===== src/rtl/fir_coef_loader.sv =====
// Byte-serial FP16 coefficient loader for the W4823 FIR: converts each coefficient to
// 17-bit FP16i and writes it through cin/caddr with a registered, setup/hold-framed cload.
module fir_coef_loader #(
    parameter int NCOEF   = 64,
    parameter int ADDR_W  = 6,
    parameter bit REVERSE = 1'b0
) (
    input  logic              clk,
    input  logic              rst,
    input  logic              start,
    input  logic [7:0]        in_data,
    input  logic              in_valid,
    output logic              in_ready,
    output logic [16:0]       cin,
    output logic [ADDR_W-1:0] caddr,
    output logic              cload,
    output logic              busy,
    output logic              done,
    output logic              err_special
);

    typedef enum logic [2:0] {
        IDLE,
        RX_LO,
        RX_HI,
        SETUP,
        STROBE,
        HOLD
    } state_t;

    localparam logic [ADDR_W-1:0] K_LAST = ADDR_W'(NCOEF - 1);

    state_t            state;
    state_t            state_next;
    logic [ADDR_W-1:0] k;
    logic [7:0]        lo_byte;
    logic [15:0]       h_word;
    logic [ADDR_W-1:0] addr_k;

    // FP16 -> FP16i: hidden bit made explicit, denormals rebased to exponent 1,
    // Inf/NaN saturated to the largest finite magnitude.
    function automatic logic [16:0] conv(input logic [15:0] h);
        logic       s;
        logic [4:0] e;
        logic [9:0] m;
        s = h[15];
        e = h[14:10];
        m = h[9:0];
        if (e == 5'd0) begin
            conv = (m == 10'd0) ? {s, 16'h0000} : {s, 5'd1, 1'b0, m};
        end else if (e == 5'd31) begin
            conv = {s, 5'd30, 11'h7FF};
        end else begin
            conv = {s, e, 1'b1, m};
        end
    endfunction

    assign h_word   = {in_data, lo_byte};
    assign addr_k   = REVERSE ? (K_LAST - k) : k;
    assign in_ready = (state == RX_LO) || (state == RX_HI);
    assign busy     = (state != IDLE);

    always_comb begin
        state_next = state;
        case (state)
            IDLE:    if (start)    state_next = RX_LO;
            RX_LO:   if (in_valid) state_next = RX_HI;
            RX_HI:   if (in_valid) state_next = SETUP;
            SETUP:                 state_next = STROBE;
            STROBE:                state_next = HOLD;
            HOLD:    state_next = (k == K_LAST) ? IDLE : RX_LO;
            default:               state_next = IDLE;
        endcase
    end

    // NOTE: all state here is updated with non-blocking assignments so every flop
    // samples pre-edge values regardless of statement order.
    always_ff @(posedge clk) begin
        if (rst) begin
            state       <= IDLE;
            k           <= '0;
            lo_byte     <= '0;
            cin         <= '0;
            caddr       <= '0;
            cload       <= 1'b0;
            done        <= 1'b0;
            err_special <= 1'b0;
        end else begin
            state <= state_next;
            // cload drives the FIR's CMEM clock, so it comes straight off a flop.
            cload <= (state_next == STROBE);
            case (state)
                IDLE: begin
                    if (start) begin
                        k           <= '0;
                        done        <= 1'b0;
                        err_special <= 1'b0;
                    end
                end
                RX_LO: begin
                    if (in_valid) lo_byte <= in_data;
                end
                RX_HI: begin
                    if (in_valid) begin
                        cin   <= conv(h_word);
                        caddr <= addr_k;
                        if (h_word[14:10] == 5'd31) err_special <= 1'b1;
                    end
                end
                HOLD: begin
                    if (k == K_LAST) done <= 1'b1;
                    else             k    <= k + 1'b1;
                end
                default: ;
            endcase
        end
    end

endmodule


===== config.mk =====
export PLATFORM = sky130hd
export DESIGN_NAME = fir_coef_loader
export DESIGN_NICKNAME = d
export VERILOG_FILES = /design/src/rtl/fir_coef_loader.sv
export SDC_FILE = /design/constraint.sdc
export NUM_CORES = 1
export LEC_CHECK = 0
export BUFFER_PORTS_ARGS = -buffer_cell sky130_fd_sc_hd__buf_2
export CAP_MARGIN = 20
export CORE_ASPECT_RATIO = 0.5
export CORE_UTILIZATION = 52
export DETAILED_ROUTE_END_ITERATION = 10
export GPL_TIMING_DRIVEN = 0
export HOLD_SLACK_MARGIN = 0.15
export MAX_ROUTING_LAYER = met4
export PLACE_DENSITY = 0.77
export SLEW_MARGIN = 20
export SYNTH_ARGS = -nofsm -noshare
export SYNTH_HDL_FRONTEND = slang
export SYNTH_SLANG_ARGS = --single-unit

===== constraint.sdc =====
create_clock -name clk -period 2 [get_ports clk]
set_input_delay 0.6 -clock clk [delete_from_list [all_inputs] [get_ports clk]]
set_output_delay 0.6 -clock clk [all_outputs]
set_load 0.01 [all_outputs]

==> flow_summary.yaml, run 1 <==
critical_path:
  max_stage_delay_ps: 490
  worstPathArrival_ps: 1320
  path_delay_family: "simple AND/OR/NAND/NOR gates"
  cp-start-kind: "flop"
  critPathBufInv: 1
  required_ps: 1400
  crit_chain: "or3_2 > buf_2"
  cp_slowest_cell: "or3_2"
  crit_type: "flop to output pin"
  worst-path-max-fanout: 11
  endpoint_kind: "output pin"
global_routing:
  grt_antenna_before_repair: 0
  grt_first_pass_wirelength_mm: 6.29
  first_global_vias: 1409
  grt_use_total: 0.230
  grt_start_max_net_pins: 14
  overflow: 0
route:
  post_drt_wl_per_cell_um: 13.3
  avgViaCountPerCell: 5.32
  dr_total_vias: 1500
  drt_iter0_drc: 57
  drcViolationCount: 0
  drt_pass1_iterations: 4
  totalWireLength_mm: 3.75
  ant_nets: 0
run:
  cap_violations: 0
synthesis:
  syn-instance-count: 197
  synth-xor-area-share: 0.0101
  synth_top_family_by_area: "simple AND/OR/NAND/NOR gates"
  syn_area_um2: 1740
  synth_most_common_cell: "dfxtp_1"
  async_reset_ff_frac: 0
  ys_top_cells_by_count: "43 x dfxtp_1, 31 x nor2_1, 28 x nand2_1"
  synth-simple-area-share: 0.243
  synth_top_area_cell: "dfxtp_1"
  synthTopCellsByArea: "dfxtp_1 50%, nor2_1 6.7%, a21oi_1 6.1%, nand2_1 6.1%, mux2i_1 4.6%"
  synth-adder-area-share: 0.00720
  yosysWarnings: 0
  avgSynthCellArea_um2: 8.82
  ys_types: 37
  synth_seq_area_share: 0.496
  synth_edf_count: 0
  synth_compound_area_frac: 0.161
  synthFlopType: "dfxtp_1"
  ys_ff_latch: 43
  synth.area.mux_share: 0.0526
  syn_nets: 210
  synth_top_area_share: 0.496
sta:
  slew_violations: 0
  tightest_slew_ps: 677
  relSlewSlack: 0.544
  rsz0062_at_grt: "false"
  fmax_mhz: 522
  hold_viol: 0
  finClkSkew_ps: 3.31
  tns_ps: 0
  setup_viol: 0
  period_minus_slack_ps: 1920
  finalCritPeriodShare: 0.959
outcome:
  status: "finished clean"
clock_tree:
  clk_pin_slew_ps: 80
  cts.path.max_buffers: 2
  cts_root_buf: "clkbuf_8"
  tritoncts: "yes"
  clock_latency_ps: 300
  clkSinkCount: 43
  htree_num_levels: 2
  cts_made_buffers: 5
place:
  gp_congestion: 0.824
  dpl.hpwl_mm: 2.69
  placed_cells: 276
  numPortBuffers: 39
  place_area_um2: 1980
power:
  max-vdd-ir-drop_mv: 0.526
  finalPower_w: 0.00174
  p_per_area_nw_per_um2: 833
  leakagePower_nw: 0.817
floorplanning:
  start_util: 0.563
  die_w_um: 83.7
  num_rows: 14
  ioPinCount: 40
  coreArea_um2: 3080
  die_h_um: 42.9
  dieArea_um2: 3590
finish:
  fin_area_um2: 2090
  final_cells: 282
  final_util: 0.679
  antenna_cells: 0
  drive_above_1_share: 0.248
  area_growth_pct: 20.5
  nNetsFinal: 254
min_path:
  min_path_type: "flop to flop"
## cell usage in the layout (no fill, tap or decap), drive strengths merged
| master | Yosys | routed |
|---|---|---|
| nand2b | 4 | 4 |
| dfxtp | 43 | 43 |
| nand4bb | 1 | 1 |
| and3 | 1 | 1 |
| and2 | 1 | 1 |
| or4b | 1 | 1 |
| o2bb2ai | 7 | 7 |
| mux2 | 1 | 1 |
| o41ai | 1 | 1 |
| a211oi | 4 | 4 |
| xor2 | 2 | 2 |
| o21ai | 4 | 4 |
| nand3b | 2 | 2 |
| mux2i | 8 | 8 |
| a221o | 1 | 1 |
| o211ai | 3 | 3 |
| and3b | 1 | 1 |
| nand2 | 28 | 28 |
| clkinv | 0 | 1 |
| nor4 | 2 | 2 |
| ha | 1 | 1 |
| nor2 | 33 | 33 |
| o31ai | 2 | 2 |
| or4 | 1 | 1 |
| nor3 | 2 | 2 |
| inv | 2 | 2 |
| a21oi | 21 | 21 |
| or3 | 3 | 3 |
| clkbuf | 6 | 11 |
| nand4 | 1 | 1 |
| buf | 4 | 42 |
| nand3 | 6 | 6 |
| bufinv | 0 | 1 |
## sequential cells by signal, indices dropped and copies added, names as in the netlist
signal,count
cin,17
lo_byte,8
addr_k,6
caddr,6
state,3
cload,1
done,1
err_special,1
## area by class of cell
cell class / instances / area (µm²)
fill: 271 / 990
timing repair buffer: 39 / 195
sequential: 43 / 863
inverter: 2 / 7.51
clock inverter: 2 / 35.0
clock buffer: 6 / 82.6
tap: 40 / 50.0
multi-input combinational: 142 / 823
buffer: 8 / 36.3
## report_power, final
group          switching [W]  internal, W  total [W]
Clock               0.000301     0.000404   0.000705
Sequential         0.0000198     0.000875   0.000895
Combinational      0.0000847    0.0000603   0.000145
Total               0.000405      0.00134    0.00174
## kinds of logic (layout without fill, tap and decap cells)
group,count (synthesis),count (layout)
and+or+nand+nor,87,87
AOI/OAI and AO/OA,43,43
DFF,43,43
buffers and inverters,12,57
muxes,9,9
xor gates and xnor gates,2,2
adders and majority gates,1,1
## final timing paths
path / start / endpoint / slack [ps] / cells past startpoint
worst min register to register: cin[9] / cin[9] / 450 / 2
worst max-delay path: state[1] / busy / 80 / 2
worst min-delay path: cin[9] / cin[9] / 450 / 2
worst max register to register: lo_byte[0] / cin[0] / 260 / 4
## through the flow
step / hold slack [ps] / setup slack, ps
2_1_floorplan: 466 / 280
3_3_place_gp: 440 / -143
3_5_place_dp: 443 / -96.1
4_1_cts: 456 / 31.0
5_1_grt: 477 / 26.8
6_report: 453 / 82.7
## layer usage
layer,track usage,up-vias,share of wire
met5,-,-,0
li1,-,774,-
met4,0.0644,0,0.0096
met1,0.287,693,0.50
met2,0.372,29,0.44
met3,0.0642,4,0.045
## tightest hold or removal path, stage by stage, from the launching register on
cell	delay, ps
dfxtp_1	310
nand2_1	50
a21oi_1	50
## timing repair
| item | 4_1_cts | 5_1_grt |
|---|---|---|
| endpoints found under the setup margin | 2 | 2 |
| resized for setup | 0 | 2 |
| hold buffers | 0 | 0 |
| buffers inserted | 0 | 0 |
Power figures use the tool's default switching activity.
==> run 2: changes to the inputs <==
Settings changed: CORE_UTILIZATION 52 to 30, PLACE_DENSITY 0.77 to not set.
==> run 2 against run 1 <==
Against the previous run:
- register-to-register slack hardly changed
- via count is 1.8% higher
- critical path depth stayed put
- count of clock-buffer cells in the layout is the same
- flip-flop and latch count stayed put
- largest power group unchanged
- cell count up 11%
- clock skew rose by 0.62 ps
- clock power increased by 27%
- critical path type unchanged
- non-clock buffer count stayed put
- global-route usage fell by 8.7 points
- hold slack barely moved
==> flow_summary.yaml, run 2 (same netlist as run 1, synthesis figures left out) <==
critical_path:
  path_delay_family: "simple AND/OR/NAND/NOR gates"
  worstPathArrival_ps: 1330
  max_stage_delay_ps: 510
  cp-start-kind: "flop"
  required_ps: 1400
  cp_slowest_cell: "or3_2"
  critPathBufInv: 1
  endpoint_kind: "output pin"
  crit_chain: "or3_2 > buf_2"
  worst-path-max-fanout: 11
  crit_type: "flop to output pin"
sta:
  slew_violations: 0
  relSlewSlack: 0.540
  finClkSkew_ps: 3.93
  finalCritPeriodShare: 0.966
  tns_ps: 0
  rsz0062_at_grt: "false"
  hold_slack_ps: 452
  tightest_slew_ps: 683
  hold_viol: 0
  period_minus_slack_ps: 1930
  setup_viol: 0
  fmax_mhz: 518
power:
  leakagePower_nw: 0.832
  netSwitchingFraction: 0.214
  pwr-share-comb: 0.075
  max-vdd-ir-drop_mv: 0.347
  switching_power_w: 0.000414
  intPower_w: 0.00152
  clkPwrFrac: 0.462
  finalPower_w: 0.00193
  p_per_area_nw_per_um2: 889
  p_seq_frac: 0.463
finish:
  final_cell_mix: "43 x dfxtp_1, 41 x buf_2, 31 x nor2_1"
  top_regs: "cin: 17 flops, lo_byte: 8 flops"
  largest_register_ffs: 17
  multi_input_area_um2: 823
  nNetsFinal: 254
  antenna_cells: 0
  regArea_um2: 861
  fill_cells: 574
  fin_area_um2: 2170
  layout_commonest_cell: "dfxtp_1"
  drive_above_1_share: 0.232
  largest_register: "cin"
  area_growth_pct: 25.1
global_routing:
  grt_antenna_before_repair: 0
  first_global_vias: 1414
  grt_first_pass_wirelength_mm: 6.50
  grt_use_total: 0.143
  grt_start_max_net_pins: 13
  overflow: 0
clock_tree:
  post_cts_buffers: 0
  cts.path.max_buffers: 2
  clkSinkCount: 43
  tritoncts: "yes"
  ctsHoldBuffers: 0
  cts_root_buf: "clkbuf_16"
  htree_num_levels: 2
  clock_latency_ps: 280
  cts_resized: 0
  clk_pin_slew_ps: 60
  cts_made_buffers: 5
place:
  place_area_um2: 2020
  gp_congestion: 0.789
  dpl.hpwl_mm: 2.86
  numPortBuffers: 39
floorplanning:
  num_rows: 19
  start_util: 0.314
  ioPinCount: 40
  die_w_um: 110
  dieArea_um2: 6120
  coreArea_um2: 5540
  die_h_um: 55.8
route:
  drcViolationCount: 0
  ant_nets: 0
  totalWireLength_mm: 3.94
  drt_pass1_iterations: 7
  post_drt_wl_per_cell_um: 12.5
  dr_total_vias: 1527
  avgViaCountPerCell: 4.86
  drt_iter0_drc: 42
run:
  cap_violations: 0
min_path:
  min_path_type: "flop to flop"
outcome:
  status: "finished clean"
run 2: cell types whose count changed in the layout (fill, tap and decap cells not counted):
| cell | previous run | this run |
|---|---|---|
| dfxtp_1 | 41 | 43 |
| dfxtp_2 | 2 | 0 |
| clkbuf_16 | 0 | 5 |
| clkbuf_8 | 6 | 0 |
| clkbuf_1 | 5 | 6 |
| clkinv_2 | 1 | 0 |
run 2: metal layers:
metal | GRT usage | share of wire
met5 | - | 0
met4 | 0.0571 | 0.0099
met3 | 0.0363 | 0.025
met2 | 0.229 | 0.49
met1 | 0.173 | 0.48
run 2: area by class of cell:
class | count | area share
clock inverter | 1 | 0.0138
buffer | 8 | 0.0167
multi-input combinational | 142 | 0.379
sequential | 43 | 0.396
clock buffer | 6 | 0.0593
tap | 73 | 0.0420
inverter | 2 | 0.00345
timing repair buffer | 39 | 0.0898
run 2: worst register-to-register path: stages, from the launching register on:
cell and delay [ps]:
dfxtp_1 320, nor4_1 360, nand3_1 190, o41ai_2 580, o2bb2ai_1 160
run 2: power by group through the flow:
stage                     clock network (W)  registers (W)  logic [W]
after floorplan                           0       0.000906   0.000100
after global placement                    0       0.000906   0.000154
after detailed placement                  0       0.000906   0.000155
after CTS                          0.000904       0.000891   0.000152
after global routing               0.000944       0.000899   0.000161
final                              0.000893       0.000895   0.000145
run 2: final timing paths:
path / startpoint / end / slack (ps) / depth (start not counted)
max: state[1] / busy / 70 / 2
min: cin[3] / cin[3] / 450 / 2
max reg2reg: lo_byte[0] / cin[0] / 250 / 4
min reg2reg: cin[3] / cin[3] / 450 / 2
run 2: per-stage QoR:
step	utilization	worst slack, ps	std cells
after floorplan	-	280	197
final	0.392	68.6	314
after CTS	0.393	23.1	315
after global routing	0.392	12.6	314
after detailed placement	0.365	-105	309
after global placement	0.365	-63.3	309
